[src/rtl/fifo_pkg.sv]
// Shared constants and width helpers for the single-clock FIFO family.
package fifo_pkg;

   localparam int FIFO_STD  = 0;
   localparam int FIFO_FWFT = 1;

   // Pointer width for a power-of-two depth; never narrower than one bit.
   function automatic int ptr_width(input int depth);
      return (depth < 2) ? 1 : $clog2(depth);
   endfunction

   // Occupancy needs one extra bit so that DEPTH itself is representable.
   function automatic int count_width(input int depth);
      return ptr_width(depth) + 1;
   endfunction

endpackage

[src/rtl/sync_fifo_ram.sv]
// DEPTH x WIDTH simple dual-port storage: one clocked write port, one asynchronous read port.
module sync_fifo_ram
   import fifo_pkg::*;
#(
   parameter int DEPTH = 8,
   parameter int WIDTH = 8,
   parameter int AW    = ptr_width(DEPTH)
) (
   input  logic             clk,
   input  logic             we,
   input  logic [AW-1:0]    waddr,
   input  logic [WIDTH-1:0] wdata,
   input  logic [AW-1:0]    raddr,
   output logic [WIDTH-1:0] rdata
);

   logic [WIDTH-1:0] mem_q [DEPTH];

   // NOTE: the array has no reset; an emptied FIFO is defined by its pointers and count, not its contents.
   always_ff @(posedge clk) begin
      if (we) begin
         mem_q[waddr] <= wdata;
      end
   end

   assign rdata = mem_q[raddr];

endmodule

[src/rtl/sync_fifo_flags.sv]
// Single-clock FIFO with count, almost-full/almost-empty thresholds, sticky error flags and optional FWFT reads.
module sync_fifo_flags
   import fifo_pkg::*;
#(
   parameter int DEPTH     = 8,
   parameter int WIDTH     = 8,
   parameter int FWFT      = FIFO_STD,
   parameter int AF_THRESH = DEPTH - 2,
   parameter int AE_THRESH = 2
) (
   input  logic                        clk,
   input  logic                        rst,
   input  logic                        w_en,
   input  logic [WIDTH-1:0]            data_in,
   input  logic                        rd_en,
   input  logic                        clr_err,
   output logic [WIDTH-1:0]            data_out,
   output logic                        full,
   output logic                        empty,
   output logic                        almost_full,
   output logic                        almost_empty,
   output logic [$clog2(DEPTH):0]      count,
   output logic                        overflow,
   output logic                        underflow
);

   localparam int PW = ptr_width(DEPTH);
   localparam int CW = count_width(DEPTH);

   logic [PW-1:0]    wr_ptr_q, wr_ptr_d;
   logic [PW-1:0]    rd_ptr_q, rd_ptr_d;
   logic [CW-1:0]    count_q, count_d;
   logic [WIDTH-1:0] dout_q, dout_d;
   logic             overflow_q, overflow_d;
   logic             underflow_q, underflow_d;
   logic             rd_ok, wr_ok;
   logic [WIDTH-1:0] ram_rdata;

   sync_fifo_ram #(
      .DEPTH (DEPTH),
      .WIDTH (WIDTH),
      .AW    (PW)
   ) u_ram (
      .clk   (clk),
      .we    (wr_ok),
      .waddr (wr_ptr_q),
      .wdata (data_in),
      .raddr (rd_ptr_q),
      .rdata (ram_rdata)
   );

   assign full         = (count_q == CW'(DEPTH));
   assign empty        = (count_q == '0);
   assign almost_full  = (count_q >= CW'(AF_THRESH));
   assign almost_empty = (count_q <= CW'(AE_THRESH));

   // NOTE: every variable gets a default at the top so no path through the block can infer a latch.
   always_comb begin
      rd_ok       = rd_en & ~empty;
      wr_ok       = w_en & (~full | rd_ok);
      wr_ptr_d    = wr_ptr_q;
      rd_ptr_d    = rd_ptr_q;
      count_d     = count_q;
      dout_d      = dout_q;
      overflow_d  = overflow_q;
      underflow_d = underflow_q;

      if (wr_ok) begin
         wr_ptr_d = wr_ptr_q + PW'(1);
      end
      // At full with a simultaneous write, the read sees the old word because the array updates at the edge.
      if (rd_ok) begin
         rd_ptr_d = rd_ptr_q + PW'(1);
         dout_d   = ram_rdata;
      end

      case ({wr_ok, rd_ok})
         2'b10:   count_d = count_q + CW'(1);
         2'b01:   count_d = count_q - CW'(1);
         default: count_d = count_q;
      endcase

      // Clear first so that a new error in the same cycle wins.
      if (clr_err) begin
         overflow_d  = 1'b0;
         underflow_d = 1'b0;
      end
      if (w_en & ~wr_ok) begin
         overflow_d = 1'b1;
      end
      if (rd_en & ~rd_ok) begin
         underflow_d = 1'b1;
      end
   end

   // NOTE: state registers use non-blocking assignment so every flop samples pre-edge values.
   always_ff @(posedge clk) begin
      if (!rst) begin
         wr_ptr_q    <= '0;
         rd_ptr_q    <= '0;
         count_q     <= '0;
         dout_q      <= '0;
         overflow_q  <= 1'b0;
         underflow_q <= 1'b0;
      end else begin
         wr_ptr_q    <= wr_ptr_d;
         rd_ptr_q    <= rd_ptr_d;
         count_q     <= count_d;
         dout_q      <= dout_d;
         overflow_q  <= overflow_d;
         underflow_q <= underflow_d;
      end
   end

   assign data_out  = (FWFT == FIFO_FWFT) ? ram_rdata : dout_q;
   assign count     = count_q;
   assign overflow  = overflow_q;
   assign underflow = underflow_q;

endmodule

[config.mk]
export PLATFORM = sky130hd
export DESIGN_NAME = sync_fifo_flags
export DESIGN_NICKNAME = d
export VERILOG_FILES = /design/src/rtl/fifo_pkg.sv /design/src/rtl/sync_fifo_ram.sv /design/src/rtl/sync_fifo_flags.sv
export SDC_FILE = /design/constraint.sdc
export NUM_CORES = 1
export LEC_CHECK = 0
export CORE_UTILIZATION = 43
export CTS_CLUSTER_DIAMETER = 40
export DETAILED_ROUTE_END_ITERATION = 10
export PLACE_DENSITY = 0.66
export SYNTH_ARGS = -nofsm -noshare
export SYNTH_HDL_FRONTEND = slang
export SYNTH_HIERARCHICAL = 1
export SYNTH_SLANG_ARGS = --single-unit
[constraint.sdc]
create_clock -name clk -period 4.82 [get_ports clk]
set_input_delay 0.964 -clock clk [delete_from_list [all_inputs] [get_ports clk]]
set_output_delay 0.964 -clock clk [all_outputs]
set_load 0.03 [all_outputs]
Yosys cells after proc, flatten, opt, wreduce, memory -nomap -nowiden
Memories as Yosys holds them, arrays and structs flattened. A register that Yosys moved wholly into a read port is not among the register bits.
Cells that the tools add are included.
W data, S select, Z words.
{"block": "classes", "order_cmp": 2, "addsub": 4, "n_mux": 6, "n_eq_ne": 3, "n_bitwise": 9, "reduce_logical": 5}
{"op": "$pmux W4 S2", "n": 1}
{"op": "$add A3 B1 Y3 const B", "n": 2}
{"op": "$reduce_bool A2 Y1", "n": 3}
{"op": "$mux W1", "n": 5}
{"op": "$add A4 B1 Y4 const B", "n": 1}
{"op": "$and A1 B1 Y1", "n": 4}
{"op": "$eq A4 B4 Y1 const B", "n": 1}
{"op": "$ge A4 B3 Y1 const B", "n": 1}
{"op": "$le A4 B2 Y1 const B", "n": 1}
{"op": "$logic_not A4 Y1", "n": 1}
{"op": "$not A1 Y1", "n": 4}
{"op": "$sub A4 B1 Y4 const B", "n": 1}
{"op": "$eq A2 B1 Y1 const B", "n": 1}
{"op": "$eq A2 B2 Y1 const B", "n": 1}
{"op": "$logic_not A1 Y1", "n": 1}
{"op": "$or A1 B1 Y1", "n": 1}
{"block": "totals", "reg_bits": 12, "inputBits": 13, "mem_bits_rw": 64, "n_memories": 1, "elab_cells": 35, "output_inout_bits": 18}
{"name": "u_ram.mem_q", "words": 8, "width": 8, "read_ports": 1, "rd_clocked_by_memory_dff": 1, "wr": 1, "line_no": "sync_fifo_ram.sv:17", "source": "logic [WIDTH-1:0] mem_q [DEPTH];"}

Longest topological paths before layout
{"block": "logic_depth", "ltp_word": 8, "ltp_mapped": 9}

Hierarchy
Netlist, hierarchy kept.
{"module": "sync_fifo_ram", "seq_area_each_um2": 1921.8, "instances": 1, "cells_each": 106, "area_each_um2": 2531.2}
{"module": "sync_fifo_flags", "seq_area_each_um2": 400.4, "instances": 1, "cells_each": 113, "area_each_um2": 970.9}

Worst setup path after synthesis
Ideal clock, no wire load.
{"block": "synth_timing", "path_type": "reg-to-output", "from": "register count_q[1] (netlist: count[1])", "to": "output port empty", "arrival_ns": 1.704, "n_path_buf": 1, "required_time_ns": 3.856, "path_slack_ns": 2.152, "stages_incl_launch_ff": 3, "cell_sequence": "dfxtp_1 > buf_2 > nor4_1"}
{"block": "synth_via", "elab_chain_len": 1}
{"item": "start, declared", "line_no": "sync_fifo_flags.sv:32", "source": "logic [CW-1:0] count_q, count_d;"}
{"item": "start signal, assigned", "line_no": "sync_fifo_flags.sv:108", "source": "count_q <= count_d;"}
{"item": "$logic_not A4 Y1", "line_no": "sync_fifo_flags.sv:53", "source": "assign empty = (count_q == '0);"}
{"item": "end, declared", "line_no": "sync_fifo_flags.sv:19", "source": "output logic empty,"}
No other way between the ends.

Final worst setup path
{"block": "layout_timing", "from": "input port rd_en", "to": "register count_q[3] (netlist: count[3])"}
{"block": "layout_via", "elab_chain_len": 5}
{"item": "start, declared", "line_no": "sync_fifo_flags.sv:15", "source": "input logic rd_en,"}
{"item": "$and A1 B1 Y1 (*)", "line_no": "sync_fifo_flags.sv:59", "source": "rd_ok = rd_en & ~empty;"}
{"item": "$or A1 B1 Y1", "line_no": "sync_fifo_flags.sv:60", "source": "wr_ok = w_en & (~full | rd_ok);"}
{"item": "$and A1 B1 Y1", "line_no": "sync_fifo_flags.sv:60"}
{"item": "$eq A2 B1 Y1 / $eq A2 B2 Y1 (equally long branches)", "line_no": "sync_fifo_flags.sv:77", "source": "case ({wr_ok, rd_ok})"}
{"item": "$pmux W4 S2 / $reduce_bool A2 Y1 (equally long branches)"}
Every way passes the cells marked *; elsewhere a longest branch is shown, timed or not.
A chain may end at the register's enable or synchronous reset.

==> results.yml <==
synth:
  synth-seq-cells: 84
  yosysUniqueCellTypes: 36
  synth.yosys.seq_area_share_pct: 66.3
  synth_cells: 219
  synth-async-reset-ratio_pct: 0
  ys.flop_type: "edfxtp_1"
  synth_edf_count: 64
  synth_area_mm2: 0.00350
  synth_area_per_cell_um2: 16.0
  synth_warnings: 6
  syn_nets: 237
floorplan:
  start_util_pct: 44.9
  die_h_um: 92.2
  fp-row-count: 32
  coreArea_mm2: 0.00781
  io-pin-count: 31
  die_w_um: 92.2
  dieArea_mm2: 0.00851
power:
  p_switching_uw: 643
  switching_share_pct: 30.9
  clockPowerShare_pct: 25.3
  seq_power_share_pct: 45.6
  p_comb_share_pct: 29.1
  internal_power_mw: 1.44
  total_leakage_power_nw: 1.36
  power_density_mw_per_mm2: 512
  design_power_total_mw: 2.08
  vdd_drop_max_mv: 0.289
clock_tree:
  cts_tree: "done"
  clockBufferDepth: 2
  postCtsSetupBuffers: 0
  htreeDepth: 3
  ctsHoldBuffers: 0
  cts_made_buffers: 9
  clk_pin_slew_ns: 0.08
  root_buffer: "clkbuf_8"
  clk_latency_ns: 0.34
  numClockSinks: 84
  cts.repair.resized: 0
grt:
  grt_pass1_vias: 1741
  grt_max_degree: 20
  grt_use_total_pct: 15.4
  grt_antenna_before_repair: 0
  grt_pass1_wl_mm: 9.46
  grt.overflow.total: 0
critical_path:
  path_buf_inv: 2
  cp-end-kind: "flip-flop"
  cp_data_required_time_ns: 5.10
  critical_path_class: "in2reg"
  worstPathMaxFanout: 14
  crit_path_start_kind: "input pin"
  crit_slowest_cell: "clkdlybuf4s50_1"
  path_cells: "clkdlybuf4s50_1 -> o41a_1 -> nand2b_1 -> inv_1 -> ha_1 -> a21oi_1 -> a21oi_1 -> a2bb2oi_2 -> mux2i_1"
  crit_top_cell: "a21oi_1"
  crit_family: "compound AO/OA/AOI/OAI gates"
  cpPeakStageDelay_ns: 0.65
  arrival_ns: 3.40
layout:
  fin_area_mm2: 0.00407
  finish.utilization_pct: 52.1
  fin_nets: 267
  drive_gt1_share_pct: 11.5
  antennaDiodeCount: 0
  syn_to_final_growth_pct: 16.2
  final_cells: 355
timing:
  worst_slack_ns: 1.70
  worst_slew_pin_slew_ns: 1.02
  finalMaxSlewViolations: 0
  rsz0062_at_grt: "no"
  max_clock_freq_ghz: 0.321
  maxSlewHeadroom_pct: 31.7
  final_hold_viol_count: 0
  finalCriticalPeriod_ns: 3.12
  finalSetupViolCount: 0
  setup-tns-final_ns: 0
  whs_ns: 0.453
  finalClockSkew_ns: 0.0111
  min_period_over_period_pct: 64.7
min_path:
  hp-class: "reg2reg"
route:
  ant_nets: 0
  via_count: 1851
  via_per_inst: 5.21
  firstDrtPassIters: 4
  first_iter_violations: 88
  drc: 0
  totalWireLength_mm: 5.98
  wl_per_cell_um: 16.8
place:
  place_inst: 340
  post_dp_cell_area_mm2: 0.00386
  portBuffers: 30
  routabilityCongestion: 0.746
  place_ws_ns: 1.37
  dpl.hpwl_mm: 3.74
flow_run:
  drv_cap: 0
outcome:
  outcome: "finished clean"
[layer usage]
layer	track usage, %	wire length (um)	vias to the layer above	share of wire (%)
li1	-	-	891	-
met1	20.6	2900	913	48
met2	23.8	2770	41	46
met3	4.56	238	6	4.0
met4	5.47	77	0	1.3
met5	0	0	-	0
[final timing paths]
check                            from                       end  slack [ns]  cells past startpoint
min          data_out[1]$_SDFFE_PN0P_  data_out[1]$_SDFFE_PN0P_        0.45                      2
max reg2reg     count[0]$_SDFFE_PN0P_     count[3]$_SDFFE_PN0P_        2.38                      8
min reg2reg  data_out[1]$_SDFFE_PN0P_  data_out[1]$_SDFFE_PN0P_        0.45                      2
max                             rd_en     count[3]$_SDFFE_PN0P_        1.70                      9
[logic make-up after synthesis]
kind of cell	Yosys count	share of synthesized area, %
AOI/OAI and AO/OA	24	4.82
and+or+nand+nor	54	6.93
adders and majority gates	5	2.00
buffers and inverters	19	3.14
xor gates and xnor gates	7	1.75
DFF	84	66.3
muxes	26	15.0
[flip-flops by register name, summed over array words and instances, names as in the netlist]
| signal | cells |
|---|---|
| u_ram/mem_q | 64 |
| data_out | 8 |
| count | 4 |
| rd_ptr_q | 3 |
| wr_ptr_q | 3 |
| overflow | 1 |
| underflow | 1 |
[synthesized netlist by cell type, types with 2 or more instances]
cell	count	area (um^2)
edfxtp_1	64	1920
nand2_1	23	86.3
dfxtp_1	20	400
nor2_1	16	60.1
mux4_1	15	394
a21oi_1	14	70.1
mux2_2	8	90.1
buf_2	6	30.0
nand2b_1	6	37.5
inv_1	5	18.8
xnor2_1	5	43.8
ha_1	4	50.1
clkbuf_1	3	11.3
nor3_1	3	15.0
a211oi_1	2	15.0
buf_6	2	22.5
mux2i_1	2	20.0
nand3_1	2	10.0
xor2_1	2	17.5
[cell type report]
type / instances / area, um^2
Fill cell: 671 / 3740
Clock buffer: 9 / 124
Clock inverter: 6 / 87.6
Inverter: 6 / 22.5
Multi-Input combinational cell: 116 / 1070
Sequential cell: 84 / 2320
Tap cell: 102 / 128
Timing Repair Buffer: 32 / 315
[power by group through the flow]
stage / clock network (mW) / logic (mW) / registers (mW)
6_report: 0.526 / 0.607 / 0.949
3_3_place_gp: 0 / 0.605 / 0.966
5_1_grt: 0.565 / 0.653 / 0.964
2_1_floorplan: 0 / 0.444 / 0.970
4_1_cts: 0.541 / 0.611 / 0.951
3_5_place_dp: 0 / 0.607 / 0.966
[cells in the final DEF, fill, tap and decap left out, types with 2 or more instances in the layout]
master           instances
mux2_2                   8
clkdlybuf4s50_1         30
nand3_1                  2
xnor2_1                  5
inv_1                    5
clkinv_1                 2
buf_4                    2
a21oi_1                 14
nand2b_1                 6
mux2i_1                  2
edfxtp_1                64
mux4_1                  15
dfxtp_1                 20
clkbuf_8                 9
xor2_1                   2
a211oi_1                 2
bufinv_16                2
nor3_1                   3
ha_1                     4
clkinvlp_4               2
nor2_1                  16
nand2_1                 23
[worst min-delay path: stages, from the launching register on]
cell,delay [ns]
dfxtp_1,0.31
nand2_1,0.05
a21oi_1,0.05
Power figures use the tool's default switching activity.
